<file path="src/rtl/clk_div_pkg.sv">
// clk_div_pkg: shared constants and helpers for the clk_div_gen divider.
//   CNT_W_DEF   : default width of the divisor and the phase counter
//   MIN_DIV_DEF : default smallest legal divide ratio
//   clamp_div() : raises a requested ratio to at least the minimum
//   half_div()  : duty threshold; CLK_OUT is high while cnt < half_div(N)
package clk_div_pkg;

  localparam int CNT_W_DEF   = 8;
  localparam int MIN_DIV_DEF = 2;

  function automatic int unsigned clamp_div(input int unsigned x, input int unsigned min_div);
    return (x < min_div) ? min_div : x;
  endfunction

  function automatic int unsigned half_div(input int unsigned n);
    return n >> 1;
  endfunction

endpackage

</file>
<file path="src/rtl/clk_div_gen.sv">
// clk_div_gen: runtime-programmable integer clock divider.
// Produces a registered divided clock CLK_OUT plus a one-cycle TICK that is
// high in the CLK_IN cycle where CLK_OUT starts a period. Ratio updates are
// staged in a pending register and only take effect on a period wrap, so
// CLK_OUT never glitches.
//
// Ports:
//   CLK_IN     in   source clock
//   RESET      in   asynchronous, active-high reset
//   ENABLE     in   1 = run, 0 = freeze counter / CLK_OUT / DIV_ACTIVE
//   SYNC       in   (only with CLK_DIV_SYNC_EN) force a period restart
//   DIV_IN     in   requested divide ratio
//   DIV_LOAD   in   one-cycle strobe capturing DIV_IN
//   DIV_ACK    out  one-cycle pulse when a new ratio becomes active
//   DIV_ACTIVE out  ratio currently in force
//   CLK_OUT    out  divided clock (high floor(N/2), low ceil(N/2) cycles)
//   TICK       out  first-cycle-of-period pulse
//
// Build option: define CLK_DIV_SYNC_EN to add the SYNC input for phase
// alignment to an external event (e.g. VSYNC).
module clk_div_gen
  import clk_div_pkg::*;
#(
  parameter int CNT_W       = CNT_W_DEF,
  parameter int DEFAULT_DIV = 2,
  parameter int MIN_DIV     = MIN_DIV_DEF
) (
  input  logic             CLK_IN,
  input  logic             RESET,
  input  logic             ENABLE,
`ifdef CLK_DIV_SYNC_EN
  input  logic             SYNC,
`endif
  input  logic [CNT_W-1:0] DIV_IN,
  input  logic             DIV_LOAD,
  output logic             DIV_ACK,
  output logic [CNT_W-1:0] DIV_ACTIVE,
  output logic             CLK_OUT,
  output logic             TICK
);

  logic [CNT_W-1:0] cnt_q, cnt_d;
  logic [CNT_W-1:0] div_active_q, div_active_d;
  logic [CNT_W-1:0] pend_div_q, pend_div_d;
  logic             pend_vld_q, pend_vld_d;
  logic             clk_out_q, clk_out_d;
  logic             tick_q, tick_d;
  logic             ack_q, ack_d;

  logic             sync_req;
  logic             wrap;
  logic             apply;
  logic [CNT_W-1:0] n_new;

`ifdef CLK_DIV_SYNC_EN
  assign sync_req = SYNC;
`else
  assign sync_req = 1'b0;
`endif

  always_comb begin
    cnt_d        = cnt_q;
    div_active_d = div_active_q;
    pend_div_d   = pend_div_q;
    pend_vld_d   = pend_vld_q;
    clk_out_d    = clk_out_q;
    tick_d       = 1'b0;
    ack_d        = 1'b0;

    // SYNC behaves exactly like a natural wrap, including pending apply.
    wrap  = (cnt_q == div_active_q - CNT_W'(1)) | sync_req;
    apply = ENABLE & wrap & pend_vld_q;
    // Ratio governing the period that starts (or continues) after this edge.
    n_new = apply ? pend_div_q : div_active_q;

    if (ENABLE) begin
      cnt_d        = wrap ? '0 : cnt_q + CNT_W'(1);
      div_active_d = n_new;
      clk_out_d    = (32'(cnt_d) < half_div(32'(n_new)));
      tick_d       = (cnt_d == '0);
      ack_d        = apply;
    end

    if (apply) pend_vld_d = 1'b0;

    // A load on the applying edge lands after the apply, so it survives
    // as the next pending value instead of being swallowed.
    if (DIV_LOAD) begin
      pend_div_d = CNT_W'(clamp_div(32'(DIV_IN), 32'(MIN_DIV)));
      pend_vld_d = 1'b1;
    end
  end

  always_ff @(posedge CLK_IN or posedge RESET) begin
    if (RESET) begin
      cnt_q        <= CNT_W'(DEFAULT_DIV - 1);
      div_active_q <= CNT_W'(DEFAULT_DIV);
      pend_div_q   <= CNT_W'(DEFAULT_DIV);
      pend_vld_q   <= 1'b0;
      clk_out_q    <= 1'b0;
      tick_q       <= 1'b0;
      ack_q        <= 1'b0;
    end else begin
      cnt_q        <= cnt_d;
      div_active_q <= div_active_d;
      pend_div_q   <= pend_div_d;
      pend_vld_q   <= pend_vld_d;
      clk_out_q    <= clk_out_d;
      tick_q       <= tick_d;
      ack_q        <= ack_d;
    end
  end

  assign DIV_ACK    = ack_q;
  assign DIV_ACTIVE = div_active_q;
  assign CLK_OUT    = clk_out_q;
  assign TICK       = tick_q;

endmodule

</file>
<file path="config.mk">
export PLATFORM = sky130hd
export DESIGN_NAME = clk_div_gen
export DESIGN_NICKNAME = d
export VERILOG_FILES = /design/src/rtl/clk_div_pkg.sv /design/src/rtl/clk_div_gen.sv
export SDC_FILE = /design/constraint.sdc
export NUM_CORES = 1
export LEC_CHECK = 0
export ABC_AREA = 1
export CAP_MARGIN = 30
export CORE_UTILIZATION = 55
export DETAILED_ROUTE_END_ITERATION = 8
export GPL_TIMING_DRIVEN = 0
export PLACE_DENSITY_LB_ADDON = 0.3
export SYNTH_ARGS = -nofsm -noshare
export SYNTH_HDL_FRONTEND = slang
export SYNTH_SLANG_ARGS = --single-unit
</file>
<file path="constraint.sdc">
create_clock -name CLK_IN -period 3 [get_ports CLK_IN]
set_input_delay 0.6 -clock CLK_IN [delete_from_list [all_inputs] [get_ports CLK_IN]]
set_output_delay 0.6 -clock CLK_IN [all_outputs]
set_load 0.01 [all_outputs]
</file>
## Word level (Yosys, flattened, before mapping)

Cells that the tools add are included.

- Bits in registers: 28
- Bits in latches: 0
- RAM bits: 0
- Bits in read-only memories: 0
- Input bits: 12
- Output and inout bits: 11
- Logic and storage cells: 25
- Memories: 0

- Add/subtract/negate cells: 2
- $mul: 0
- Div/mod/pow operators: 0
- Magnitude comparators: 2
- Equal/unequal tests: 1
- Shift-type cells: 0
- Muxes and demuxes: 7
- Bitwise gates (word level): 2
- Reductions and logical operators: 3

Operators by type and width:

| cell | count |
|---|---|
| $mux 8 | 3 |
| $add 8x1->8 const B | 1 |
| $eq 8x8->1 | 1 |
| $logic_not 8->1 | 1 |
| $lt 8x2->1 const B | 1 |
| $lt 8x7->1 | 1 |
| $sub 8x1->8 const B | 1 |
| $mux 1 | 4 |
| $and 1x1->1 | 2 |
| $reduce_and 2->1 | 1 |
| $reduce_bool 2->1 | 1 |

## Depth between registers and ports, before layout

- Depth in word-level cells: 6
- Gate-level depth with buffers: 23
- Mapped depth without buffers: 22

## Worst setup path after synthesis

No wires, ideal clock.

- Kind: register to register
- Start point: reg div_active_q[1], in the netlist DIV_ACTIVE[1]
- End point: reg clk_out_q, in the netlist CLK_OUT
- Setup time: 0.065 ns
- Arrival: 2.553 ns
- Required time: 2.935 ns
- Path slack: 0.382 ns
- Stages on the path, launching flop included: 22
- Buffers on the path: 1
- Clock period less this slack: 2.618 ns
- Cells stage by stage: dfstp_2 -> inv_1 -> ha_1 -> inv_1 -> nand2_1 -> nand2_1 -> nor2_1 -> nand3_1 -> nor2_1 -> nand2_1 -> nor2_1 -> nand4_1 -> inv_1 -> buf_4 -> nand2_1 -> o21ai_0 -> ha_1 -> a21oi_1 -> nand2_1 -> a21oi_1 -> nand2_1 -> nand2_1

- Word-level cells in the longest chain between the ends: 6
- Elaborated cells between the ends (all ways): 7
- Those cells by class: add/sub (1); order compare (1); eq/ne (1); mux (2); bitwise (2)

RTL lines:

| element | RTL line | source |
|---|---|---|
| from (decl) | clk_div_gen.sv:43 | `logic [CNT_W-1:0] div_active_q, div_active_d;` |
| from (signal assigned) | clk_div_gen.sv:97 | `div_active_q <= CNT_W'(DEFAULT_DIV);` |
| from (signal assigned) | clk_div_gen.sv:105 | `div_active_q <= div_active_d;` |
| $sub 8x1->8 | clk_div_gen.sv:71 | `wrap = (cnt_q == div_active_q - CNT_W'(1)) \| sync_req;` |
| $eq 8x8->1 | clk_div_gen.sv:71 |  |
| $and 1x1->1 (2 in a row) | clk_div_gen.sv:72 | `apply = ENABLE & wrap & pend_vld_q;` |
| $mux 8 | clk_div_gen.sv:74 | `n_new = apply ? pend_div_q : div_active_q;` |
| $lt 8x7->1 (*) | clk_div_gen.sv:79 | `clk_out_d = (32'(cnt_d) < half_div(32'(n_new)));` |
| to (signal assigned) | clk_div_gen.sv:108 | `clk_out_q <= clk_out_d;` |
| to (decl) | clk_div_gen.sv:46 | `logic clk_out_q, clk_out_d;` |

Every way passes the cells marked *; elsewhere a longest branch is shown, timed or not.
A chain may end at the register's enable or synchronous reset.

## Final worst setup path

Ends and elaborated chain as after synthesis.

==> flow_summary.json <==
{
  "final-max-slew-violation-count": 0,
  "detailed_place_hpwl_um": 2980,
  "syn_area_um2": 1820,
  "fin_nets": 316,
  "track_usage_pct": 24.2,
  "p_sw_uw": 880,
  "die_y_um": 59.6,
  "rr_worst_depth": 20,
  "ios": 23,
  "pwr-share-seq_pct": 32.5,
  "grt_pass1_vias": 1545,
  "n_antenna_cell": 0,
  "fin_crit_ns": 2.92,
  "synth_top_cell_by_area": "dfrtp_1",
  "yosysSeqAreaShare_pct": 38.6,
  "wirelength_um": 3800,
  "synth-compound-area-share_pct": 8.50,
  "power.leakage_uw": 0.00117,
  "die-area_um2": 3550,
  "synth_top_area_share_pct": 34.3,
  "synth-simple-area-share_pct": 35.5,
  "grt_pass1_wl_um": 6470,
  "muxShareOfSynthArea_pct": 0,
  "synth_fp_nets": 282,
  "switching_share_pct": 46.2,
  "drive_gt1_share_pct": 16.3,
  "dr_total_vias": 1688,
  "totalPowerFinal_uw": 1910,
  "die_width_um": 59.6,
  "antenna_found_initial": 0,
  "cp.arrival_ns": 3.15,
  "hold_class": "reg2reg",
  "ys_seq_elements": 28,
  "grt_max_degree": 17,
  "io_buffer_count": 22,
  "max_slew_margin_pct": 62.1,
  "gr-total-overflow": 0,
  "synthTopCellsByCount": "nand2_1, inv_1, o21ai_0",
  "cts_max_path_buffers": 2,
  "insertion_delay_ns": 0.32,
  "cts_root_buf": "clkbuf_4",
  "core_um2": 3100,
  "power.density_nw_per_um2": 841,
  "hold_violations": 0,
  "clkTransAtPathRegs_ns": 0.15,
  "finClkSkew_ns": 0.00566,
  "maxCapViolations": 0,
  "syn_inst": 262,
  "cts_tree": "done",
  "max_clock_freq_ghz": 0.342,
  "syn_to_final_growth_pct": 24.2,
  "hold_depth": 2,
  "syn_avg_cell_area_um2": 6.96,
  "cts_sinks": 28,
  "synth-xor-area-share_pct": 1.44,
  "first_iter_violations": 93,
  "worst_pin_slew_ns": 0.568,
  "yosysWarnings": 0,
  "cts_hold_buf": 0,
  "start_kind": "flop",
  "via_per_inst": 4.98,
  "post_dp_cell_area_um2": 2130,
  "cp_max_fo": 6,
  "wl_per_cell_um": 11.2,
  "start_util_pct": 58.8,
  "final_area_um2": 2270,
  "place.gp.congestion": 0.853,
  "ir_drop_mv": 0.387,
  "synth_cell_type_count": 28,
  "ys.flop_type": "dfrtp_1",
  "clkPwrFrac_pct": 9.6,
  "finalSetupViolations": 0,
  "synth_most_common_cell": "nand2_1",
  "synthAdderAreaFrac_pct": 5.49,
  "power.internal_uw": 1030,
  "yosys-top-cells-area": "dfrtp_1, nand2_1, inv_1, o21ai_0, ha_1",
  "synth_top_family_by_area": "simple AND/OR/NAND/NOR gates",
  "outcome": "completed",
  "comb_power_share_pct": 57.9,
  "dr.pass1.iters": 4,
  "synthArstFlopShare_pct": 100,
  "final.period_utilization_pct": 97.5,
  "numCtsBuffers": 3,
  "critPathRequiredTime_ns": 3.23,
  "postRouteAntennaNets": 0,
  "synth-edff-count": 0,
  "cts_htree_levels": 1,
  "cp-end-kind": "flop",
  "critPathKind": "reg2reg",
  "holdWs_ns": 0.506,
  "drcViolationCount": 0,
  "rows": 20
}
==> per-stage QoR <==
stage | std cells | utilization (%) | TNS, ns | setup WS [ns]
after floorplan | 262 | - | 0 | 0.382
after global placement | 328 | 67.7 | 0 | 0.0520
after detailed placement | 329 | 68.5 | 0 | 0.0219
after CTS | 333 | 69.7 | 0 | 0.0221
after global routing | 339 | 73.0 | -0.0707 | -0.0707
final | 339 | 73.0 | 0 | 0.0761
==> cells by family (layout without fill, tap and decap cells) <==
kind of cell             Yosys count  count (layout)
XOR/XNOR                           3               3
buffers and inverters             50              83
flip-flops                        28              28
AND/OR/NAND/NOR                  142             142
adder cells (fa/ha/maj)            8               8
AO/OA/AOI/OAI                     31              31
==> critical path, cell delays in order (launching register included) <==
cell     delay, ns
dfstp_2       0.58
inv_1         0.08
ha_2          0.33
inv_1         0.04
nand2_1       0.05
nand2_1       0.05
nor2_2        0.11
nand3_1       0.09
nor2_1        0.12
nand2_1       0.07
nor2_2        0.09
nand4_1       0.12
inv_2         0.16
buf_4         0.15
o21ai_2       0.06
ha_1          0.30
nand2_2       0.07
nor3b_2       0.16
nand2_1       0.08
nand2_1       0.06
nand2_1       0.05
==> state kept, by name, indices dropped and copies added (netlist names) <==
signal and count:
pend_vld_q 1, CLK_OUT 1, pend_div_q 8, cnt_q 8, TICK 1, DIV_ACK 1, DIV_ACTIVE 8
==> area by class of cell <==
class	count	area (um2)
Multi-Input combinational cell	184	978
Timing Repair Buffer	29	297
Inverter	47	176
Buffer	3	18.8
Tap cell	44	55.1
Clock buffer	4	36.3
Sequential cell	28	704
Fill cell	260	837
==> worst paths after layout <==
path	startpoint	end	slack, ns
max in group asynchronous	RESET	cnt_q[0]	1.84
max	DIV_ACTIVE[1]	CLK_OUT	0.08
min reg2reg	pend_div_q[0]	DIV_ACTIVE[0]	0.51
min in group asynchronous	RESET	pend_div_q[2]	0.60
min	pend_div_q[0]	DIV_ACTIVE[0]	0.51
max reg2reg	DIV_ACTIVE[1]	CLK_OUT	0.08
==> routing by layer <==
metal | vias to the layer above | wire length [um] | GRT usage [%]
met3 | 6 | 134 | 3.28
met1 | 758 | 1690 | 30.1
met5 | - | 0 | 0
met2 | 41 | 1920 | 43.2
met4 | 0 | 48 | 8.31
li1 | 883 | - | -
==> cell usage in the layout, fill, tap and decap left out, drive strengths merged <==
cell type,synthesis,routed
nand2,87,87
inv,47,47
o21ai,27,27
nor2,27,27
dfrtp,25,25
clkdlybuf4s50,0,22
nand3,16,16
ha,8,8
buf,1,8
clkbuf,2,6
a21oi,4,4
dfstp,3,3
nand4,3,3
xor2,3,3
nor3,2,2
nor4,2,2
nand3b,1,1
or2,1,1
and2,1,1
or4,1,1
nor3b,1,1
==> power groups by stage <==
stage | registers (uW) | clock network (uW) | logic (uW)
floorplan | 612 | 0 | 713
global placement | 617 | 0 | 974
detailed placement | 620 | 0 | 1000
CTS | 611 | 183 | 1010
global route | 640 | 199 | 1260
finish | 620 | 183 | 1100
==> repair_timing <==
item	in CTS	in global routing
pin swaps	0	7
cloned	0	1
gates resized for setup	1	20
endpoints found under the setup margin	1	1
setup buffers	0	5
(Power assumes the default switching activity.)
